## src/rtl/tpu_pkg.sv

```systemverilog
// Shared fixed-point types and helpers for the TPU column datapath.
package tpu_pkg;

    localparam int DATA_W    = 16;
    localparam int FRAC_BITS = 8;

    typedef logic signed [DATA_W-1:0] fxp16_t;

    localparam fxp16_t ONE  = 16'h0100;
    localparam fxp16_t ZERO = 16'h0000;

    typedef enum logic {
        IDLE,
        REPLAY
    } lr_cache_state_t;

    // Q8.8 multiply, round half up, saturate to the Q8.8 range.
    function automatic fxp16_t fxp_mul(input fxp16_t a, input fxp16_t b);
        logic signed [2*DATA_W-1:0] prod;
        logic signed [2*DATA_W-1:0] rnd;
        prod = a * b;
        rnd  = (prod + (int'(ONE) >>> 1)) >>> FRAC_BITS;
        if (rnd > 32'sd32767)
            return 16'sh7FFF;
        else if (rnd < -32'sd32768)
            return 16'sh8000;
        return fxp16_t'(rnd);
    endfunction

endpackage

```

## src/rtl/leaky_relu_fwd_h_cache_buffer.sv

```systemverilog
// H capture register file: append-only write port, registered read port.
module lr_h_buffer #(
    parameter int DATA_W = 16,
    parameter int DEPTH  = 16,
    parameter int AW     = $clog2(DEPTH),
    parameter int CNT_W  = AW + 1
) (
    input  logic              clk,
    input  logic              rst,
    input  logic              clear,
    input  logic              wr_en,
    input  logic [DATA_W-1:0] wr_data,
    input  logic              rd_en,
    input  logic [AW-1:0]     rd_addr,
    output logic [DATA_W-1:0] rd_data,
    output logic [CNT_W-1:0]  count
);

    logic [DATA_W-1:0] mem [DEPTH];
    logic [AW-1:0]     wr_ptr;
    logic [AW-1:0]     wr_addr;

    // A clear in the same cycle as a write restarts the cache at slot 0.
    assign wr_addr = clear ? '0 : wr_ptr;

    always_ff @(posedge clk) begin
        if (wr_en)
            mem[wr_addr] <= wr_data;
    end

    always_ff @(posedge clk or posedge rst) begin
        if (rst) begin
            wr_ptr  <= '0;
            count   <= '0;
            rd_data <= '0;
        end else begin
            if (clear) begin
                wr_ptr <= wr_en ? AW'(1) : '0;
                count  <= wr_en ? CNT_W'(1) : '0;
            end else if (wr_en) begin
                wr_ptr <= wr_ptr + AW'(1);
                count  <= count + CNT_W'(1);
            end
            rd_data <= rd_en ? mem[rd_addr] : '0;
        end
    end

endmodule

```

## src/rtl/leaky_relu_fwd_h_cache.sv

```systemverilog
// Leaky ReLU forward column unit with an H cache replayed for backprop.
module leaky_relu_fwd_h_cache #(
    parameter int DATA_W = 16,
    parameter int DEPTH  = 16,
    parameter int CNT_W  = $clog2(DEPTH) + 1
) (
    input  logic              clk,
    input  logic              rst,
    input  logic              lr_valid_in,
    input  logic [DATA_W-1:0] lr_data_in,
    input  logic [DATA_W-1:0] lr_leak_factor_in,
    output logic              lr_valid_out,
    output logic [DATA_W-1:0] lr_data_out,
    input  logic              h_clear,
    input  logic              h_replay_start,
    output logic              h_valid_out,
    output logic [DATA_W-1:0] h_data_out,
    output logic              h_done,
    output logic [CNT_W-1:0]  h_count,
    output logic              h_full,
    output logic              h_drop
);

    import tpu_pkg::*;

    localparam int AW = $clog2(DEPTH);

    lr_cache_state_t state;
    logic [AW-1:0]   rd_ptr;
    logic            capture;
    logic            replay_last;
    logic            rd_en;
    logic            neg;

    assign neg         = lr_data_in[DATA_W-1];
    assign h_full      = (h_count == CNT_W'(DEPTH));
    assign capture     = lr_valid_in &&
                         (h_clear || (state == IDLE && !h_full));
    assign replay_last = (CNT_W'(rd_ptr) == h_count - CNT_W'(1));
    assign rd_en       = (state == REPLAY) && !h_clear;

    lr_h_buffer #(
        .DATA_W (DATA_W),
        .DEPTH  (DEPTH),
        .AW     (AW),
        .CNT_W  (CNT_W)
    ) u_buf (
        .clk     (clk),
        .rst     (rst),
        .clear   (h_clear),
        .wr_en   (capture),
        .wr_data (lr_data_in),
        .rd_en   (rd_en),
        .rd_addr (rd_ptr),
        .rd_data (h_data_out),
        .count   (h_count)
    );

    always_ff @(posedge clk or posedge rst) begin
        if (rst) begin
            lr_valid_out <= 1'b0;
            lr_data_out  <= ZERO;
        end else begin
            lr_valid_out <= lr_valid_in;
            unique case (1'b1)
                !lr_valid_in:
                    lr_data_out <= ZERO;
                lr_valid_in && neg:
                    lr_data_out <= fxp_mul(lr_data_in, lr_leak_factor_in);
                lr_valid_in && !neg:
                    lr_data_out <= lr_data_in;
            endcase
        end
    end

    always_ff @(posedge clk or posedge rst) begin
        if (rst) begin
            state       <= IDLE;
            rd_ptr      <= '0;
            h_valid_out <= 1'b0;
            h_done      <= 1'b0;
            h_drop      <= 1'b0;
        end else if (h_clear) begin
            state       <= IDLE;
            rd_ptr      <= '0;
            h_valid_out <= 1'b0;
            h_done      <= 1'b0;
            h_drop      <= 1'b0;
        end else begin
            if (lr_valid_in && !capture)
                h_drop <= 1'b1;
            unique case (state)
                IDLE: begin
                    h_valid_out <= 1'b0;
                    h_done      <= 1'b0;
                    if (h_replay_start && h_count != '0) begin
                        state  <= REPLAY;
                        rd_ptr <= '0;
                    end
                end
                REPLAY: begin
                    h_valid_out <= 1'b1;
                    h_done      <= replay_last;
                    rd_ptr      <= rd_ptr + AW'(1);
                    if (replay_last)
                        state <= IDLE;
                end
            endcase
        end
    end

endmodule

```

## config.mk

```make
export PLATFORM = sky130hd
export DESIGN_NAME = leaky_relu_fwd_h_cache
export DESIGN_NICKNAME = d
export VERILOG_FILES = /design/src/rtl/tpu_pkg.sv /design/src/rtl/leaky_relu_fwd_h_cache_buffer.sv /design/src/rtl/leaky_relu_fwd_h_cache.sv
export SDC_FILE = /design/constraint.sdc
export NUM_CORES = 1
export LEC_CHECK = 0
export BUFFER_PORTS_ARGS = -buffer_cell sky130_fd_sc_hd__buf_2
export CAP_MARGIN = 15
export CORE_UTILIZATION = 50
export CTS_CLUSTER_SIZE = 12
export DETAILED_ROUTE_END_ITERATION = 16
export MAX_ROUTING_LAYER = met4
export PLACE_DENSITY = 0.71
export SYNTH_ARGS = -nofsm -noshare
export SYNTH_HDL_FRONTEND = slang
export SYNTH_SLANG_ARGS = --single-unit
```

## constraint.sdc

```tcl
create_clock -name clk -period 5.1 [get_ports clk]
set_clock_uncertainty 0.2 [all_clocks]
set_input_delay 0.51 -clock clk [delete_from_list [all_inputs] [get_ports clk]]
set_output_delay 0.51 -clock clk [all_outputs]
set_load 0.03 [all_outputs]
```

==> metrics.txt, run 1 <==
Core Box Area 43270 um^2; Setup crit end kind register; HPWL after detailed placement 40310 um; Peak Freq 157.1 MHz; met2 wire length 29350 um; PortBufs 78; final wirelength 55500 um; Synth cell types 65; nets 2383; Syn Area/Cell 12.66 um^2; Slew Limit Fails 0; final hold violation count 0; cell count after synthesis 1737; CTS max path bufs 3; number of CTS-inserted buffers 29; WP data required 5280 ps; first-pass GRT wire length 88350 um; CTS tree yes; asr flop ratio synth 16.34%; Initial Util 50.82%; P&R area growth vs syn 19.29%; final worst path period share 124.8%; Min-Delay Path Class primary input to register; layout cells sized above 1 26.28%; RSZ-0062 raised after global routing yes; clk sink count 306; Die W 211.7 um; FP Rows 76; vias in the first global route 16050; Final setup viols 16; CP arrival 6550 ps; Ys Warns 0; H-tree depth 1; Mapped Area 21990 um^2; minimum hold slack 104.7 ps; Wirelength per Cell 21.26 um; Clk pin slew, worst setup/hold paths 60 ps; outcome finished, violations left; Crit Path Class primary input to register; DRT Pass-1 Iters 5; fin crit period 6366 ps; Die Y 211.7 um; Via density 5.505; vias 14370; #FFs+latches synth 306; Worst slew margin 33.82%; Max Cap Viol 0; CP Launch Type primary input; Primary FF master, synth edfxtp_1; setup ws final -1266 ps; initial antenna violation count 1; die area 44820 um^2; Post-Route M1 WL 21460 um; Worst Max-Slew Pin Slew 990.6 ps; GRT Util Overall 26.91%; leading post-synthesis cells by cell area edfxtp_1 35%, fa_1 24%, mux4_2 8.2%, dfrtp_1 5.7%, inv_1 5.4%; Iteration-0 DRC Markers 1057; RD Place Congestion 0.8943; met3 wire len 2882 um; syn_nets 2117; Root Driver clkbuf_16; top routing layer in use met4; failing checks setup timing; cell taking the most area after synthesis edfxtp_1; worst-path fanout max 11; Seq/Total Area, Yosys 40.65%; top-area cell type share of the netlist area 34.96%; Residual DRC 0; Post-synth EDFFs 256; largest net degree at the start of global routing 51; synth cell count leaders 317 x inv_1, 262 x fa_1, 256 x edfxtp_1; most frequent cell after synthesis inv_1; Detail Route Antenna Nets 0; clock latency on the worst-skew pair 540 ps; top-level port count 79; grt ovf 0
cells in the final DEF (no fill, tap or decap), drive strengths merged, types with 14 or more instances in the layout:
master,n
buf,305
xnor2,25
xor2,17
nor2,54
o311ai,14
edfxtp,256
dfrtp,50
nand3,15
a21oi,40
mux4,80
nand2,176
fa,262
o21ai,33
inv,317
clkbuf,52
and2,135
nand4,18
ha,81
cells by family after synthesis:
logic type / after synthesis / share of synthesized area [%]
and+or+nand+nor: 436 / 9.753
xor gates and xnor gates: 42 / 1.707
buffers and inverters: 391 / 6.817
adders and majority gates: 343 / 28.46
DFF: 306 / 40.65
muxes: 84 / 8.381
AOI/OAI and AO/OA: 135 / 4.233
flip-flops by register name, summed over array words and instances, names as in the netlist:
signal / count
h_done: 1
h_drop: 1
h_valid_out: 1
lr_data_out: 16
lr_valid_out: 1
rd_ptr: 4
state: 1
u_buf.count: 5
u_buf.mem: 256
u_buf.rd_data: 16
u_buf.wr_ptr: 4
final cells by class:
| type | instances | area [um^2] |
|---|---|---|
| diodes | 1 | 2.502 |
| clock buffers | 51 | 818.3 |
| clock inverters | 1 | 3.754 |
| fillers | 3336 | 17040 |
| inverters | 317 | 1190 |
| multi-input cells | 1041 | 12210 |
| flip-flops and latches | 306 | 8944 |
| well taps | 585 | 732.0 |
| repair buffers | 308 | 2336 |
path summary, 6_finish.rpt:
| path | startpoint | end | slack [ps] | depth (start not counted) |
|---|---|---|---|---|
| worst min register to register | h_drop | h_drop | 300 | 2 |
| worst min-delay path | h_replay_start | state | 100 | 3 |
| worst max register to register | u_buf.count[0] | u_buf.mem[8][4] | 2000 | 10 |
| min in group asynchronous | rst | u_buf.count[1] | 500 | 4 |
| worst max-delay path | lr_leak_factor_in[3] | lr_data_out[1] | -1270 | 24 |
| max in group asynchronous | rst | rd_ptr[0] | 3680 | 4 |
through the flow:
step	utilization [%]	setup TNS, ps	std cells	cell area [um^2]	worst slack, ps
2_1_floorplan	-	-22570	1737	22310	-1508
3_3_place_gp	57.05	-30560	2535	24680	-2045
3_5_place_dp	57.05	-32240	2535	24680	-2175
4_1_cts	60.31	-18840	2607	26090	-1258
5_1_grt	60.63	-23290	2610	26230	-1525
6_report	60.63	-19420	2610	26230	-1266
layer usage:
layer / up-vias / track usage [%]
met2: 477 / 47.95
li1: 6275 / -
met4: 0 / 9.020
met3: 112 / 2.477
met1: 7505 / 32.12
met5: - / -
critical path, stage by stage:
cell and delay [ps]:
buf_4 160, and2_1 190, fa_1 570, inv_1 60, fa_1 470, fa_2 550
inv_1 60, fa_2 470, fa_1 490, inv_1 50, fa_1 500, inv_1 80
ha_4 310, o21ai_0 100, nor2_1 230, nor3b_2 90, buf_4 160, a2111oi_2 380
a311oi_2 100, nor3b_1 310, nand4_1 180, o211ai_2 220, buf_12 170, o311ai_2 130
repair_timing:
| item | CTS | global route |
|---|---|---|
| hold buffers | 2 | 0 |
| gates cloned | 1 | 0 |
| endpoints found under the hold margin | 41 | 0 |
| resized for setup | 97 | 21 |
| setup endpoints to repair | 16 | 16 |
| buffers inserted | 17 | 2 |
| pin swaps | 29 | 13 |
Power of run 1 is left out: the tool's default activity adds up to more than one toggle a clock period on the data nets, which glitch-free logic cannot reach.
==> inputs of run 2 (changes only) <==
--- a/config.mk
+++ b/config.mk
@@ -9,2 +9,4 @@
 export CAP_MARGIN = 15
+export CELL_PAD_IN_SITES_DETAIL_PLACEMENT = 0
+export CELL_PAD_IN_SITES_GLOBAL_PLACEMENT = 1
 export CORE_UTILIZATION = 50
@@ -13,3 +15,3 @@
 export MAX_ROUTING_LAYER = met4
-export PLACE_DENSITY = 0.71
+export PLACE_DENSITY = 0.82
 export SYNTH_ARGS = -nofsm -noshare
--- a/constraint.sdc
+++ b/constraint.sdc
@@ -4,2 +4,2 @@
 set_output_delay 0.51 -clock clk [all_outputs]
-set_load 0.03 [all_outputs]
+set_load 0.005 [all_outputs]
==> metrics.txt, run 2 (synthesis gave the netlist of run 1 again) <==
Setup crit end kind register; die area 44820 um^2; CTS tree yes; final hold violation count 4; GRT Util Overall 27.02%; largest net degree at the start of global routing 70; Die Y 211.7 um; Residual DRC 0; Via density 5.374; initial antenna violation count 2; WP data required 5330 ps; hold buffer count at CTS 0; grt ovf 0; layout cells sized above 1 29.07%; cells on worst reg2reg path 10; CTS max path bufs 3; R2R Path Start u_buf.count[0]; commonest non-fill, non-tap cell in the layout inv_1; vias 14210; Worst R2R End u_buf.mem[10][10]; final instance area 26950 um^2; Peak Freq 154.0 MHz; FP Rows 76; Clk pin slew, worst setup/hold paths 60 ps; Biggest register u_buf.mem; post-route core utilization 62.30%; Worst Max-Slew Pin Slew 1187 ps; Core Box Area 43270 um^2; Detail Route Antenna Nets 0; Wirelength per Cell 20.64 um; Reg2Reg Setup Slack 1980 ps; failing checks hold timing, setup timing; Post-Place Setup Slack -2162 ps; PortBufs 78; CP Launch Type primary input; outcome finished, violations left; minimum hold slack -26.22 ps; vias in the first global route 15550; clk sink count 306; fin crit period 6492 ps; DRT Pass-1 Iters 7; H-tree depth 2; clock latency on the worst-skew pair 540 ps; max reg flops 256; Max Cap Viol 0; top-level port count 79; setup ws final -1392 ps; final worst path period share 127.3%; CP arrival 6730 ps; Initial Util 50.82%; commonest cells after routing, fill and taps aside 299 x inv_1, 256 x edfxtp_1, 254 x fa_1; Min-Delay Path Class primary input to asynchronous set/reset pin; fillcell total 3225; P&R area growth vs syn 22.57%; Final setup viols 16; HPWL after detailed placement 39230 um; nets 2415; final wirelength 54560 um; RSZ-0062 raised after global routing yes; first-pass GRT wire length 87820 um; worst-path fanout max 8; Regs by FF count u_buf.mem: 256 flops, lr_data_out: 16 flops, u_buf.rd_data: 16 flops; Worst slew margin 20.84%; Iteration-0 DRC Markers 1050; Root Driver clkbuf_16; Crit Path Class primary input to register; area of placed instances 24800 um^2; Slew Limit Fails 0; RD Place Congestion 0.9204; number of CTS-inserted buffers 34; Die W 211.7 um
==> run 2: worst max-delay path, cell delays in order <==
cell and delay [ps]:
buf_12 120, buf_8 140, buf_6 130, and2_4 160
buf_4 130, fa_2 530, inv_1 60, fa_1 480
inv_1 70, fa_1 510, inv_1 60, fa_1 480
inv_1 50, fa_1 440, fa_1 550, ha_4 220
a21o_1 210, a211oi_4 320, nand4_1 280, nand2_2 200
xor2_4 110, nor4_4 360, a21oi_4 150, buf_12 180
o311ai_4 230
==> run 2: worst max path at each step <==
stage | startpoint | end | slack, ps | cells after the start
2_1_floorplan | lr_data_in[15] | lr_data_out[10] | -1510 | 26
3_3_place_gp | lr_data_in[9] | lr_data_out[2] | -2140 | 21
3_5_place_dp | lr_data_in[9] | lr_data_out[1] | -2160 | 21
4_1_cts | lr_data_in[15] | lr_data_out[8] | -1340 | 26
5_1_grt | lr_data_in[15] | lr_data_out[8] | -1560 | 26
6_report | lr_data_in[15] | lr_data_out[8] | -1390 | 25
==> run 2: final cells by class <==
cell class                 instances  area (um^2)  area share (%)
clock inverter                    10        151.4          0.5617
antenna                            2        5.005         0.01857
tap                              585        732.0           2.716
clock buffer                      48        913.4           3.389
multi-input combinational       1040        12400           46.01
inverter                         317         1192           4.424
timing repair buffer             336         2615           9.702
sequential                       306         8944           33.18
==> run 2: through the flow <==
| stage | hold slack, ps | setup TNS [ps] | cells |
|---|---|---|---|
| finish | -26.22 | -21050 | 2644 |
| global route | 46.29 | -23890 | 2644 |
| CTS | 24.76 | -20300 | 2636 |
| detailed placement | 286.8 | -33240 | 2547 |
| global placement | 274.7 | -32780 | 2547 |
| floorplan | 285.9 | -22570 | 1737 |
==> run 2: repair_timing <==
action	in CTS	in global routing
pin swaps	27	54
cloned	2	0
endpoints found under the setup margin	16	16
resized for setup	114	47
buffers inserted	30	6
==> run 2: per-layer routing <==
metal	vias to the layer above	GRT usage (%)	wire length (um)
met4	0	8.471	1567
met1	7334	32.96	21800
li1	6344	-	-
met5	-	-	0
met3	102	3.308	2299
met2	428	46.97	28900
Power of run 2 is left out for the same reason.
